--- src/rtl/pr_bus_pkg.sv ---
// Shared types for the processor bus arbiter: FSM states, bus owner and the
// latched transfer descriptor.
package pr_bus_pkg;

   typedef enum logic [1:0] {
      IDLE    = 2'd0,
      CPU_BUS = 2'd1,
      DMA_BUS = 2'd2,
      DONE    = 2'd3
   } state_t;

   typedef enum logic {
      OWN_CPU = 1'b0,
      OWN_DMA = 1'b1
   } owner_t;

   typedef struct packed {
      logic        we;
      logic [31:2] addr;
      logic [31:0] wd;
      logic [3:0]  be;
   } pr_xfer_t;

endpackage

--- src/rtl/pr_bus_timeout.sv ---
// Bus wait-state watchdog: counts cycles spent with the strobe raised and flags
// the cycle in which the limit is reached. Only built with PR_BUS_TIMEOUT_EN.
module pr_bus_timeout #(
   parameter int TIMEOUT_CYC = 64
) (
   input  logic clk,
   input  logic rst,
   input  logic i_clr,
   input  logic i_run,
   output logic o_expire
);

   localparam int CW = (TIMEOUT_CYC > 1) ? $clog2(TIMEOUT_CYC) : 1;

   logic [CW-1:0] r_cnt;

   // r_cnt holds the number of strobe cycles already elapsed before this one
   assign o_expire = i_run && (r_cnt == CW'(TIMEOUT_CYC - 1));

   always_ff @(posedge clk) begin
      if (rst || i_clr) begin
         r_cnt <= '0;
      end else if (i_run && !o_expire) begin
         r_cnt <= r_cnt + 1'b1;
      end
   end

endmodule

--- src/rtl/pr_bus_arbiter.sv ---
// Two-master (CPU priority, DMA with starvation guard) req/ack processor bus arbiter.
// Define PR_BUS_TIMEOUT_EN to add the ack watchdog and bus_err reporting.
module pr_bus_arbiter
   import pr_bus_pkg::*;
#(
   parameter int          STARVE_MAX  = 4,
`ifdef PR_BUS_TIMEOUT_EN
   parameter int          TIMEOUT_CYC = 64,
`endif
   parameter logic [31:0] ERR_DATA    = 32'hDEAD_BEEF
) (
   input  logic        clk,
   input  logic        rst,
   input  logic        cpu_req,
   input  logic        cpu_we,
   input  logic [29:0] cpu_addr,
   input  logic [31:0] cpu_wd,
   input  logic [3:0]  cpu_be,
   output logic [31:0] cpu_rd,
   output logic        cpu_done,
   output logic        cpu_stall,
   input  logic        dma_req,
   input  logic        dma_we,
   input  logic [29:0] dma_addr,
   input  logic [31:0] dma_wd,
   input  logic [3:0]  dma_be,
   output logic [31:0] dma_rd,
   output logic        dma_done,
   output logic        bus_req,
   input  logic        bus_ack,
   output logic [29:0] PrAddr,
   output logic [31:0] PrWD,
   output logic [3:0]  PrBE,
   output logic        IOWrite,
   input  logic [31:0] PrRD,
   output logic        bus_err
);

   localparam int SW = $clog2(STARVE_MAX + 1);

   state_t        r_state;
   owner_t        r_owner;
   pr_xfer_t      r_xfer;
   logic [31:0]   r_cpu_rd;
   logic [31:0]   r_dma_rd;
   logic [SW-1:0] r_starve;

   pr_xfer_t      w_cpu_x;
   pr_xfer_t      w_dma_x;
   pr_xfer_t      w_win_x;
   logic          w_starved;
   logic          w_dma_win;
   logic          w_grant;
   logic          w_bus;
   logic          w_timeout;
   logic          w_finish;
   logic [31:0]   w_rd_next;

   assign w_cpu_x   = '{cpu_we, cpu_addr, cpu_wd, cpu_be};
   assign w_dma_x   = '{dma_we, dma_addr, dma_wd, dma_be};
   assign w_starved = (r_starve == SW'(STARVE_MAX));
   assign w_dma_win = dma_req && (!cpu_req || w_starved);
   assign w_win_x   = w_dma_win ? w_dma_x : w_cpu_x;
   assign w_grant   = (r_state == IDLE) && (cpu_req || dma_req);
   assign w_bus     = (r_state == CPU_BUS) || (r_state == DMA_BUS);
   assign w_finish  = w_bus && (bus_ack || w_timeout);
   // A real ack always beats an expiry landing in the same cycle
   assign w_rd_next = (w_timeout && !bus_ack) ? ERR_DATA : PrRD;

   always_ff @(posedge clk) begin
      if (rst) begin
         r_state  <= IDLE;
         r_owner  <= OWN_CPU;
         r_xfer   <= '0;
         r_cpu_rd <= '0;
         r_dma_rd <= '0;
      end else begin
         case (r_state)
            IDLE: begin
               if (w_grant) begin
                  r_state <= w_dma_win ? DMA_BUS : CPU_BUS;
                  r_owner <= w_dma_win ? OWN_DMA : OWN_CPU;
                  r_xfer  <= w_win_x;
               end
            end
            CPU_BUS, DMA_BUS: begin
               if (w_finish) begin
                  r_state <= DONE;
                  if (r_owner == OWN_DMA) r_dma_rd <= w_rd_next;
                  else                    r_cpu_rd <= w_rd_next;
               end
            end
            default: r_state <= IDLE;
         endcase
      end
   end

   // Withdrawing the DMA request forfeits any accumulated priority
   always_ff @(posedge clk) begin
      if (rst || !dma_req) begin
         r_starve <= '0;
      end else if (w_grant) begin
         if (w_dma_win)       r_starve <= '0;
         else if (!w_starved) r_starve <= r_starve + 1'b1;
      end
   end

`ifdef PR_BUS_TIMEOUT_EN
   logic r_err;

   pr_bus_timeout #(
      .TIMEOUT_CYC (TIMEOUT_CYC)
   ) u_timeout (
      .clk      (clk),
      .rst      (rst),
      .i_clr    (w_grant),
      .i_run    (w_bus),
      .o_expire (w_timeout)
   );

   always_ff @(posedge clk) begin
      if (rst) r_err <= 1'b0;
      else     r_err <= w_timeout && !bus_ack;
   end

   assign bus_err = r_err;
`else
   assign w_timeout = 1'b0;
   assign bus_err   = 1'b0;
`endif

   assign bus_req   = w_bus;
   assign IOWrite   = r_xfer.we & w_bus;
   assign PrAddr    = r_xfer.addr;
   assign PrWD      = r_xfer.wd;
   assign PrBE      = r_xfer.be;
   assign cpu_done  = (r_state == DONE) && (r_owner == OWN_CPU);
   assign dma_done  = (r_state == DONE) && (r_owner == OWN_DMA);
   assign cpu_rd    = r_cpu_rd;
   assign dma_rd    = r_dma_rd;
   assign cpu_stall = cpu_req & ~cpu_done & ~rst;

endmodule

--- config.mk ---
export PLATFORM = sky130hd
export DESIGN_NAME = pr_bus_arbiter
export DESIGN_NICKNAME = d
export VERILOG_FILES = /design/src/rtl/pr_bus_pkg.sv /design/src/rtl/pr_bus_timeout.sv /design/src/rtl/pr_bus_arbiter.sv
export SDC_FILE = /design/constraint.sdc
export NUM_CORES = 1
export LEC_CHECK = 0
export CAP_MARGIN = 40
export CORE_ASPECT_RATIO = 0.7
export CORE_MARGIN = 10
export CORE_UTILIZATION = 45
export DETAILED_ROUTE_END_ITERATION = 16
export PLACE_DENSITY_LB_ADDON = 0.2
export SETUP_SLACK_MARGIN = 0.3
export SLEW_MARGIN = 10
export SYNTH_ARGS = -nofsm -noshare
export SYNTH_HDL_FRONTEND = slang
export SYNTH_SLANG_ARGS = --single-unit
--- constraint.sdc ---
create_clock -name clk -period 3.75 [get_ports clk]
set_input_delay 0.5625 -clock clk [delete_from_list [all_inputs] [get_ports clk]]
set_output_delay 0.5625 -clock clk [all_outputs]
set_load 0.1 [all_outputs]
==> impl_metrics.env <==
export IMPL_drtPass1Iterations=5
export IMPL_synth_warning_count=0
export IMPL_syn_area_um2=6680
export IMPL_p_leak_nw=4.70
export IMPL_area_growth_pct=93.2
export IMPL_worst_slew_pin_slew_ns=0.743
export IMPL_r2r_slack_ns=1.53
export IMPL_p_switching_w=0.00472
export IMPL_htree_levels=4
export IMPL_cts_buffers=17
export IMPL_wl_um=29400
export IMPL_hp_class="flop to flop"
export IMPL_dieArea_um2=20200
export IMPL_yosysMostFrequentCell="dfxtp_1"
export IMPL_fp_dieW_um=166
export IMPL_drv_cap=0
export IMPL_skew_ns=0.0121
export IMPL_setup_viol=0
export IMPL_r2r_start="r_state[0]$_SDFFE_PP0P_"
export IMPL_post_cts_buffers=0
export IMPL_fin_crit_sh_pct=63.3
export IMPL_dominantRegCellSynth="dfxtp_1"
export IMPL_worst_skew_pair_late_latency_ns=0.41
export IMPL_drive_gt1_share_pct=22.3
export IMPL_core_um2=14600
export IMPL_max_vdd_ir_drop_v=0.000595
export IMPL_comb_power_share_pct=62.6
export IMPL_min_to="dma_rd[18]$_SDFFE_PP0P_"
export IMPL_tritoncts="yes"
export IMPL_syn_area_per_cell_um2=8.50
export IMPL_ys_top_cells_by_area="dfxtp_1 (41%), a311oi_2 (13%), buf_4 (7.6%), nand2_1 (7.2%), nand3_1 (5.2%)"
export IMPL_clock_fmax_mhz=421
export IMPL_hold_viol=0
export IMPL_place_area_um2=12300
export IMPL_async_reset_ff_share_pct=0
export IMPL_ios=307
export IMPL_die_h_um=122
export IMPL_track_usage_pct=27.5
export IMPL_via_per_inst=5.49
export IMPL_outcome="finished clean"
export IMPL_wire_per_inst_um=22.2
export IMPL_grt_first_pass_wirelength_um=44400
export IMPL_yosysTopAreaCell="dfxtp_1"
export IMPL_ys_ff_latch=137
export IMPL_ys_types=36
export IMPL_synthTopCellsByCount="dfxtp_1 (137), nand2_1 (128), nand3_1 (70), o21ai_0 (69)"
export IMPL_initial_core_util_pct=45.7
export IMPL_reg2regPathDepth=6
export IMPL_hp_start="dma_rd[18]$_SDFFE_PP0P_"
export IMPL_fin_area_um2=12900
export IMPL_fin_crit_ns=2.37
export IMPL_regArea_um2=2740
export IMPL_cts_repair_resized=0
export IMPL_grt_setup_unrepaired="false"
export IMPL_tns_ns=0
export IMPL_crit_arrival_ns=1.81
export IMPL_clock_path_buffers=2
export IMPL_vias=7252
export IMPL_swShare_pct=47.4
export IMPL_ys_seq_area_share_pct=41.1
export IMPL_rows=37
export IMPL_critPathKind="flop to output pin"
export IMPL_syn_inst=786
export IMPL_hold_depth=2
export IMPL_cp_required_ns=3.19
export IMPL_portBuffers=305
export IMPL_r2r_end="PrAddr[12]$_SDFFE_PP0P_"
export IMPL_synth_edf_count=0
export IMPL_cts_sinks=137
export IMPL_clk_pin_slew_ns=0.07
export IMPL_hpwl_um=21700
export IMPL_grt_pass1_vias=7706
export IMPL_pwr_share_clk_pct=17.5
export IMPL_multiInputGateArea_um2=3030
export IMPL_slew_headroom_pct=50.5
export IMPL_drt_initial_drc_count=661
export IMPL_synth_nets=962
export IMPL_grt_max_degree=62
export IMPL_grt_ovfl_total=0
export IMPL_drcViolationCount=0
export IMPL_antenna_left=0
export IMPL_clock_root_buffer="clkbuf_16"
export IMPL_crit_path_start_kind="flop"
export IMPL_gp_congestion=0.790
export IMPL_power_density_nw_per_um2=771
export IMPL_pwr_share_seq_pct=19.8
export IMPL_cp_end_kind="output pin"
export IMPL_nets=1290
export IMPL_antenna_found_initial=0
export IMPL_nFillCells=663
export IMPL_antenna_cells=0
export IMPL_drv_slew=0
export IMPL_synth_top_area_share_pct=41.1
export IMPL_cp_max_fo=3
export IMPL_ctsHoldBuffers=0
export IMPL_intPower_w=0.00523
## final cells by class
class	count	share of cell area (%)
well taps	195	1.89
inverters	5	0.145
multi-input cells	502	23.5
flip-flops and latches	137	21.3
clock inverters	15	1.38
repair buffers	451	48.6
clock buffers	17	3.30
## through the flow
step	instances	worst slack [ns]	hold slack (ns)	power, W	util, %
after detailed placement	1290	1.03	0.448	0.00821	84.1
after global routing	1322	1.26	0.477	0.0103	88.2
after CTS	1322	1.34	0.455	0.00999	88.2
after global placement	1158	1.18	0.441	0.00651	63.0
after floorplan	786	0.976	0.463	0.00582	-
final	1322	1.38	0.454	0.00995	88.2
## registers in the layout, indices dropped and copies added (netlist names)
register / cells
PrWD: 32
cpu_rd: 32
dma_rd: 32
PrAddr: 30
PrBE: 4
r_starve: 3
r_state: 2
r_owner: 1
r_xfer: 1
## worst max-delay path: stages (launching register included)
cell and delay [ns]:
dfxtp_1 0.36, ha_1 0.17, and2_1 0.12, clkdlybuf4s50_1 0.56, buf_16 0.19
## power by group through the flow
stage               clock network, W  registers (W)  logic [W]
floorplan                          0        0.00251    0.00332
global placement                   0        0.00197    0.00454
detailed placement                 0        0.00199    0.00622
CTS                          0.00176        0.00197    0.00625
global route                 0.00182        0.00200    0.00644
finish                       0.00174        0.00197    0.00623
## cells by family (layout without fill, tap and decap cells)
family,after synthesis,after routing,share of synthesized area (%)
simple gates,285,285,18.4
compound gates,211,211,25.8
buf+inv,147,488,13.8
flops,137,137,41.1
fa+ha+maj,5,5,0.937
other cells,1,1,0.0561
## placed cells by master, fill, tap and decap left out, types with 2 or more instances in the layout
cell type	netlist	final
nor2_1	68	68
buf_8	0	43
nand3b_1	2	2
buf_12	0	4
clkdlybuf4s50_1	0	299
bufinv_16	0	2
and2_1	2	2
nand4b_1	2	2
dfxtp_1	137	137
a21oi_1	66	66
clkbuf_16	0	17
a311oi_1	7	7
inv_6	0	6
inv_8	0	3
a311oi_2	60	60
nand3_1	70	70
a31oi_1	2	2
ha_1	5	5
o21ai_0	69	69
inv_1	4	4
nand2_1	128	128
buf_16	0	88
clkinvlp_4	0	3
nand2b_1	5	5
buf_4	68	15
## layer usage
metal / global-route usage (%) / up-vias / part of all wire [%]
li1: - / 3333 / -
met1: 29.9 / 3494 / 37
met2: 49.5 / 361 / 53
met3: 7.43 / 64 / 7.0
met4: 12.9 / 0 / 3.8
met5: 0 / - / 0
## how the worst max path moves through the flow
stage / startpoint / end / cells past startpoint
global route: r_state[0]$_SDFFE_PP0P_ / dma_done / 4
global placement: cpu_req / PrWD[23]$_SDFFE_PP0P_ / 5
finish: r_state[0]$_SDFFE_PP0P_ / dma_done / 4
detailed placement: cpu_req / PrAddr[12]$_SDFFE_PP0P_ / 5
CTS: r_state[0]$_SDFFE_PP0P_ / dma_done / 4
floorplan: rst / cpu_stall / 3
Power figures use the tool's default switching activity.
